==> src/rtl/lcd_seq_ctrl_pkg.sv <==
// Shared encodings for the LCD sequencer: main/strobe states, HD44780 init command
// selects and datapath character-source codes.
package lcd_seq_ctrl_pkg;

  typedef enum logic [2:0] {
    S_PWRUP,
    S_INIT,
    S_ADDR,
    S_NUM,
    S_OP,
    S_GAP
  } main_st_e;

  typedef enum logic [1:0] {
    PH_IDLE,
    PH_SETUP,
    PH_PULSE,
    PH_HOLD
  } strobe_ph_e;

  localparam logic [1:0] INIT_FSET   = 2'd3;
  localparam logic [1:0] INIT_ENTRY  = 2'd2;
  localparam logic [1:0] INIT_DISPON = 2'd1;
  localparam logic [1:0] INIT_CLEAR  = 2'd0;

  localparam logic [1:0] DP_NUM = 2'd0;
  localparam logic [1:0] DP_OP  = 2'd1;

  localparam logic [1:0] IDX_LEFT = 2'd3;

endpackage

==> src/rtl/lcd_strobe.sv <==
// SETUP/PULSE/HOLD timer for one LCD bus transfer. The idle cycle in which go is seen
// is the first setup cycle; done is high during the last hold cycle.
module lcd_strobe
  import lcd_seq_ctrl_pkg::*;
#(
  parameter int T_SETUP  = 2,
  parameter int T_EPULSE = 12,
  parameter int T_CMD    = 2000,
  parameter int T_CLEAR  = 82000,
  parameter int CNT_W    = 20
) (
  input  logic clk,
  input  logic rst_n,
  input  logic go,
  input  logic long_hold,
  output logic e,
  output logic done
);

  localparam logic [CNT_W-1:0] SETUP_LAST = CNT_W'(T_SETUP - 1);
  localparam logic [CNT_W-1:0] PULSE_LAST = CNT_W'(T_EPULSE - 1);
  localparam logic [CNT_W-1:0] CMD_LAST   = CNT_W'(T_CMD - 1);
  localparam logic [CNT_W-1:0] CLEAR_LAST = CNT_W'(T_CLEAR - 1);

  strobe_ph_e       ph;
  logic [CNT_W-1:0] cnt;
  logic             long_q;
  logic [CNT_W-1:0] hold_last;

  assign hold_last = long_q ? CLEAR_LAST : CMD_LAST;
  // Early done lets the main FSM present the next selects right after the hold.
  assign done      = (ph == PH_HOLD) && (cnt == hold_last);

  always_ff @(posedge clk or negedge rst_n) begin
    if (!rst_n) begin
      ph     <= PH_IDLE;
      cnt    <= '0;
      long_q <= 1'b0;
      e      <= 1'b0;
    end else begin
      case (ph)
        PH_IDLE: begin
          if (go) begin
            long_q <= long_hold;
            if (T_SETUP <= 1) begin
              ph  <= PH_PULSE;
              e   <= 1'b1;
              cnt <= '0;
            end else begin
              ph  <= PH_SETUP;
              cnt <= CNT_W'(1);
            end
          end
        end
        PH_SETUP: begin
          if (cnt == SETUP_LAST) begin
            ph  <= PH_PULSE;
            e   <= 1'b1;
            cnt <= '0;
          end else begin
            cnt <= cnt + 1'b1;
          end
        end
        PH_PULSE: begin
          if (cnt == PULSE_LAST) begin
            ph  <= PH_HOLD;
            e   <= 1'b0;
            cnt <= '0;
          end else begin
            cnt <= cnt + 1'b1;
          end
        end
        PH_HOLD: begin
          if (done) begin
            ph  <= PH_IDLE;
            cnt <= '0;
          end else begin
            cnt <= cnt + 1'b1;
          end
        end
        default: ph <= PH_IDLE;
      endcase
    end
  end

endmodule

==> src/rtl/lcd_seq_ctrl.sv <==
// HD44780 sequencer: power-up wait, four-command init, then an endless refresh loop of
// cursor address, four operand digits, four mnemonic characters and an idle gap.
module lcd_seq_ctrl
  import lcd_seq_ctrl_pkg::*;
#(
  parameter int T_PWRUP      = 750000,
  parameter int T_SETUP      = 2,
  parameter int T_EPULSE     = 12,
  parameter int T_CMD        = 2000,
  parameter int T_CLEAR      = 82000,
  parameter int T_GAP        = 500000,
  parameter int BLINK_FRAMES = 25,
  parameter int CNT_W        = 20
) (
  input  logic       clk,
  input  logic       rst_n,
  output logic [1:0] init_sel,
  output logic       data_sel,
  output logic       DB_sel,
  output logic [1:0] state,
  output logic [1:0] index,
  output logic       blink,
  output logic       lcd_e,
  output logic       lcd_rs,
  output logic       lcd_rw,
  output logic       init_done
);

  localparam int FRAME_W = $clog2(BLINK_FRAMES + 1);
  localparam logic [CNT_W-1:0]   PWRUP_LAST = CNT_W'(T_PWRUP - 1);
  localparam logic [CNT_W-1:0]   GAP_LAST   = CNT_W'(T_GAP - 1);
  localparam logic [FRAME_W-1:0] FRAME_LAST = FRAME_W'(BLINK_FRAMES - 1);

  main_st_e           st;
  logic [CNT_W-1:0]   cnt;
  logic [FRAME_W-1:0] frame_cnt;
  logic               go;
  logic               long_hold;
  logic               done;

  assign lcd_rw = 1'b0;

  lcd_strobe #(
    .T_SETUP  (T_SETUP),
    .T_EPULSE (T_EPULSE),
    .T_CMD    (T_CMD),
    .T_CLEAR  (T_CLEAR),
    .CNT_W    (CNT_W)
  ) u_strobe (
    .clk       (clk),
    .rst_n     (rst_n),
    .go        (go),
    .long_hold (long_hold),
    .e         (lcd_e),
    .done      (done)
  );

  // Selects are updated together with go, so they are valid from the first setup cycle.
  always_ff @(posedge clk or negedge rst_n) begin
    if (!rst_n) begin
      st        <= S_PWRUP;
      cnt       <= '0;
      frame_cnt <= '0;
      go        <= 1'b0;
      long_hold <= 1'b0;
      init_sel  <= INIT_FSET;
      data_sel  <= 1'b0;
      DB_sel    <= 1'b1;
      state     <= DP_NUM;
      index     <= IDX_LEFT;
      blink     <= 1'b0;
      lcd_rs    <= 1'b0;
      init_done <= 1'b0;
    end else begin
      go <= 1'b0;
      case (st)
        S_PWRUP: begin
          if (cnt == PWRUP_LAST) begin
            cnt       <= '0;
            st        <= S_INIT;
            init_sel  <= INIT_FSET;
            long_hold <= 1'b0;
            go        <= 1'b1;
          end else begin
            cnt <= cnt + 1'b1;
          end
        end
        S_INIT: begin
          if (done) begin
            go <= 1'b1;
            if (init_sel == INIT_CLEAR) begin
              st        <= S_ADDR;
              init_done <= 1'b1;
              data_sel  <= 1'b1;
              DB_sel    <= 1'b0;
              long_hold <= 1'b0;
            end else begin
              init_sel  <= init_sel - 2'd1;
              long_hold <= (init_sel == INIT_DISPON);
            end
          end
        end
        S_ADDR: begin
          if (done) begin
            st     <= S_NUM;
            DB_sel <= 1'b1;
            state  <= DP_NUM;
            index  <= IDX_LEFT;
            lcd_rs <= 1'b1;
            go     <= 1'b1;
          end
        end
        S_NUM: begin
          if (done) begin
            go <= 1'b1;
            if (index == 2'd0) begin
              st    <= S_OP;
              state <= DP_OP;
              index <= IDX_LEFT;
            end else begin
              index <= index - 2'd1;
            end
          end
        end
        S_OP: begin
          if (done) begin
            if (index == 2'd0) begin
              st     <= S_GAP;
              cnt    <= '0;
              lcd_rs <= 1'b0;
              state  <= DP_NUM;
              index  <= IDX_LEFT;
              // Blink only moves at the frame boundary so a frame never mixes phases.
              if (frame_cnt == FRAME_LAST) begin
                frame_cnt <= '0;
                blink     <= ~blink;
              end else begin
                frame_cnt <= frame_cnt + 1'b1;
              end
            end else begin
              index <= index - 2'd1;
              go    <= 1'b1;
            end
          end
        end
        S_GAP: begin
          if (cnt == GAP_LAST) begin
            cnt       <= '0;
            st        <= S_ADDR;
            data_sel  <= 1'b1;
            DB_sel    <= 1'b0;
            long_hold <= 1'b0;
            go        <= 1'b1;
          end else begin
            cnt <= cnt + 1'b1;
          end
        end
        default: st <= S_PWRUP;
      endcase
    end
  end

endmodule
==> config.mk <==
export PLATFORM = sky130hd
export DESIGN_NAME = lcd_seq_ctrl
export DESIGN_NICKNAME = d
export VERILOG_FILES = /design/src/rtl/lcd_seq_ctrl_pkg.sv /design/src/rtl/lcd_strobe.sv /design/src/rtl/lcd_seq_ctrl.sv
export SDC_FILE = /design/constraint.sdc
export NUM_CORES = 1
export LEC_CHECK = 0
export ABC_AREA = 1
export BUFFER_PORTS_ARGS = -buffer_cell sky130_fd_sc_hd__buf_2
export CORE_MARGIN = 1
export CORE_UTILIZATION = 46
export CTS_BUF_LIST = sky130_fd_sc_hd__clkbuf_2
export CTS_CLUSTER_SIZE = 20
export DETAILED_ROUTE_END_ITERATION = 10
export HOLD_SLACK_MARGIN = 0.06
export SETUP_SLACK_MARGIN = 0.3
export SYNTH_ARGS = -nofsm -noshare
export SYNTH_HDL_FRONTEND = slang
export SYNTH_SLANG_ARGS = --single-unit
==> constraint.sdc <==
create_clock -name clk -period 2.9 [get_ports clk]
set_input_delay 0.29 -clock clk [delete_from_list [all_inputs] [get_ports clk]]
set_output_delay 0.29 -clock clk [all_outputs]
set_load 0.05 [all_outputs]
==> impl_results.html <==
<table>
<tr><th>Metric</th><th>Value</th></tr>
<tr><th colspan="2">Route</th></tr>
<tr><td>Number of vias in the routed layout</td><td>4,145</td></tr>
<tr><td>Number of search-and-repair iterations in the first detailed-routing pass</td><td>5</td></tr>
<tr><td>Number of design rule violations left after detail routing</td><td>0</td></tr>
<tr><td>Via density per instance</td><td>5.04</td></tr>
<tr><td>Routed Antenna Nets</td><td>0</td></tr>
<tr><td>Routed length per instance</td><td>13.3 um</td></tr>
<tr><td>Final routed wirelength across all metal layers</td><td>11,000 um</td></tr>
<tr><td>Initial DRC Count</td><td>186</td></tr>
<tr><th colspan="2">Timing</th></tr>
<tr><td>Highest clock rate</td><td>0.442 GHz</td></tr>
<tr><td>Time the worst path needs with I/O delays and setup</td><td>2260 ps</td></tr>
<tr><td>Fin worst setup slack</td><td>635 ps</td></tr>
<tr><td>Number of hold violations in the final report</td><td>0</td></tr>
<tr><td>Tightest hold margin</td><td>248 ps</td></tr>
<tr><td>Final setup violation count</td><td>0</td></tr>
<tr><td>Relative max-transition margin</td><td>0.630</td></tr>
<tr><td>Setup repair after global routing missed its margin</td><td>no</td></tr>
<tr><td>Max Transition Viols Final</td><td>0</td></tr>
<tr><td>Fin crit share</td><td>0.781</td></tr>
<tr><td>Setup TNS</td><td>0 ps</td></tr>
<tr><td>Final Skew</td><td>34.5 ps</td></tr>
<tr><td>Measured slew at the worst slew-check pin</td><td>551 ps</td></tr>
<tr><th colspan="2">Floorplanning</th></tr>
<tr><td>Vertical die dimension</td><td>102 um</td></tr>
<tr><td>Initial core utilization</td><td>0.474</td></tr>
<tr><td>Number of core rows</td><td>36</td></tr>
<tr><td>Die span in x</td><td>102 um</td></tr>
<tr><td>Total Die Area</td><td>0.0104 mm2</td></tr>
<tr><td>Core Area</td><td>0.00973 mm2</td></tr>
<tr><td>Number of top-level pins</td><td>15</td></tr>
<tr><th colspan="2">Worst setup path</th></tr>
<tr><td>Type of the worst setup path</td><td>register to register</td></tr>
<tr><td>Crit. End Element</td><td>register</td></tr>
<tr><td>Data required time at the worst endpoint</td><td>3390 ps</td></tr>
<tr><td>Type of origin of the critical path</td><td>register</td></tr>
<tr><td>Delay contributed by the slowest stage of the critical path</td><td>460 ps</td></tr>
<tr><td>Crit Path Max Fanout</td><td>11</td></tr>
<tr><td>CP Cell Sequence</td><td>ha_1 -&gt; nand2_2 -&gt; nor2_8 -&gt; nand3_2 -&gt; nor2_4 -&gt; nand4_4 -&gt; nand2_2 -&gt; nand2_2 -&gt; nor2_2 -&gt; nand2_1 -&gt; nand2_1</td></tr>
<tr><td>Cell occurring most often along the worst timing path</td><td>nand2_2</td></tr>
<tr><td>Data arrival time of the worst path</td><td>2760 ps</td></tr>
<tr><td>Cell with the largest stage delay on the worst path</td><td>dfrtp_1</td></tr>
<tr><th colspan="2">Finish</th></tr>
<tr><td>Number of inserted diodes</td><td>0</td></tr>
<tr><td>Fraction of layout cells with a size suffix above 1</td><td>0.0928</td></tr>
<tr><td>Final Non-Filler Cells</td><td>823</td></tr>
<tr><td>Final cell utilization of the core</td><td>0.496</td></tr>
<tr><td>Synthesis-to-layout area growth</td><td>4.67%</td></tr>
<tr><td>Count of nets after finishing</td><td>701</td></tr>
<tr><td>Fillers</td><td>1,023</td></tr>
<tr><td>Final std cell area, no fill</td><td>0.00483 mm2</td></tr>
<tr><th colspan="2">Hold path</th></tr>
<tr><td>Type of the tightest min-delay check</td><td>input port to asynchronous set/reset pin</td></tr>
<tr><th colspan="2">Synth</th></tr>
<tr><td>Most common cell in the synthesized netlist</td><td>nand2_1</td></tr>
<tr><td>Mapped cell area</td><td>0.00461 mm2</td></tr>
<tr><td>Post-Synthesis Mean Instance Area</td><td>6.78 um2</td></tr>
<tr><td>Top cells by count, synth</td><td>nand2_1, inv_1, nor2_1, dfrtp_1, nand3_1</td></tr>
<tr><td>Post-synthesis cell type with the largest combined area</td><td>dfrtp_1</td></tr>
<tr><td>Number of instances in the synthesized netlist</td><td>680</td></tr>
<tr><td>Share of the yosys chip area belonging to registers</td><td>0.349</td></tr>
<tr><td>Most used flip-flop cell after synthesis</td><td>dfrtp_1</td></tr>
<tr><td>Total of flip-flops plus latches after synthesis</td><td>64</td></tr>
<tr><td>Cells taking the most area after synthesis</td><td>dfrtp_1, nand2_1, inv_1</td></tr>
<tr><td>Async set-reset flop share out of synthesis</td><td>1.00</td></tr>
<tr><td>Area share of the largest cell type after synthesis</td><td>0.320</td></tr>
<tr><td>Number of distinct standard cells referenced by the synthesized netlist</td><td>40</td></tr>
<tr><td>Synth Warn #</td><td>0</td></tr>
<tr><td>EDFF count, synth</td><td>0</td></tr>
<tr><th colspan="2">Clock network</th></tr>
<tr><td>Number of buffers created by CTS</td><td>9</td></tr>
<tr><td>Clock slew seen by the registers of the worst setup and hold paths</td><td>190 ps</td></tr>
<tr><td>Clock tree buffer depth</td><td>2</td></tr>
<tr><td>Number of buffers added to fix hold violations after cts</td><td>1</td></tr>
<tr><td>Number of clock sinks seen by CTS</td><td>64</td></tr>
<tr><td>Post-cts resize count</td><td>0</td></tr>
<tr><td>Root Buffer Master</td><td>clkbuf_2</td></tr>
<tr><td>Clock insertion delay at the later pin of the skew report</td><td>550 ps</td></tr>
<tr><td>CTS H-tree depth</td><td>3</td></tr>
<tr><td>Number of buffers added for setup after CTS</td><td>0</td></tr>
<tr><td>Clock tree from TritonCTS</td><td>built</td></tr>
<tr><th colspan="2">Global routing</th></tr>
<tr><td>Number of antenna violations at the first check in global routing</td><td>0</td></tr>
<tr><td>First-pass GRT wire length</td><td>18,200 um</td></tr>
<tr><td>Via count of the first global-routing pass</td><td>3,846</td></tr>
<tr><td>Global router's overall resource usage</td><td>0.228</td></tr>
<tr><td>Maximum number of pins on one net before global-route repair</td><td>65</td></tr>
<tr><td>Aggregate global routing overflow</td><td>0</td></tr>
<tr><th colspan="2">Place</th></tr>
<tr><td>HPWL reported at the end of detailed placement</td><td>8040 um</td></tr>
<tr><td>Total placed cells including tap cells</td><td>807</td></tr>
<tr><td>Number of port buffers</td><td>12</td></tr>
<tr><td>Post-DP Area</td><td>0.00474 mm2</td></tr>
<tr><td>Worst Setup Slack post-DPL</td><td>643 ps</td></tr>
<tr><td>RD Place Congestion</td><td>0.957</td></tr>
<tr><th colspan="2">Pwr</th></tr>
<tr><td>Power per unit of standard cell area</td><td>286 mW/mm2</td></tr>
<tr><td>Total power of the final layout</td><td>1.38 mW</td></tr>
<tr><td>Maximum vdd drop</td><td>0.153 mV</td></tr>
<tr><td>Leakage Power</td><td>2.50 nW</td></tr>
<tr><th colspan="2">Flow run</th></tr>
<tr><td>Max-cap violations</td><td>0</td></tr>
<tr><th colspan="2">Status</th></tr>
<tr><td>Outcome</td><td>complete, no violations</td></tr>
</table>
path summary, 6_finish.rpt:
kind,startpoint,end,slack [ps],depth (start not counted)
worst min register to register,blink,blink,480,1
max in group asynchronous,rst_n,init_sel[1],2270,3
worst min-delay path,rst_n,u_strobe.cnt[10],250,3
worst max register to register,u_strobe.cnt[0],cnt[2],640,11
min in group clk,blink,blink,480,1
worst max-delay path,u_strobe.cnt[0],cnt[2],640,11
cells in the final DEF (no fill, tap or decap), types with 6 or more instances in the layout:
cell | synthesis | routed
o21ai_0 | 29 | 29
xnor2_1 | 6 | 6
nor3_1 | 11 | 11
nand4_1 | 27 | 27
nand2_1 | 198 | 198
nand2_2 | 9 | 9
ha_1 | 13 | 13
inv_1 | 95 | 95
o21ai_1 | 12 | 12
buf_2 | 11 | 12
a21oi_1 | 6 | 6
dfrtp_1 | 59 | 59
nor2_1 | 75 | 75
clkbuf_2 | 0 | 13
nand3_1 | 55 | 55
xor2_1 | 24 | 24
state kept, by name (all words and copies together) (netlist names):
signal / count
st: 3
index: 2
frame_cnt: 5
DB_sel: 1
blink: 1
cnt: 20
data_sel: 1
u_strobe.cnt: 20
u_strobe.e: 1
go: 1
lcd_rs: 1
state: 1
u_strobe.ph: 2
u_strobe.long_q: 1
init_sel: 2
long_hold: 1
init_done: 1
critical path: cells and delay by family (launching register included):
family                   cells  cell delay [ps]
flip-flops                   1              460
AND/OR/NAND/NOR             10             1420
adder cells (fa/ha/maj)      1              320
power by group:
group | switching, mW | internal [mW]
registers | 0 | 0.894
clock network | 0.339 | 0.119
logic | 0.0237 | 0.00420
total | 0.363 | 1.02
cell type report:
class                   count  area [um2]  area share
clock inverters             2        8.76     0.00181
repair buffers             16         105      0.0218
flip-flops and latches     64        1610       0.333
multi-input cells         495        2500       0.518
well taps                 133         166      0.0345
clock buffers              13        65.1      0.0135
inverters                 100         375      0.0777
cells by family after synthesis:
group           share of synthesized area
simple gates                        0.378
other cells                      0.000813
flops                               0.349
buf+inv                             0.110
fa+ha+maj                          0.0353
xor+xnor                           0.0570
compound gates                     0.0702
routing by layer:
| metal | track usage | share of wire |
|---|---|---|
| met5 | 0 | 0 |
| met2 | 0.385 | 0.48 |
| met4 | 0.109 | 0.027 |
| met3 | 0.0294 | 0.039 |
| met1 | 0.290 | 0.46 |
(Power assumes the default switching activity.)
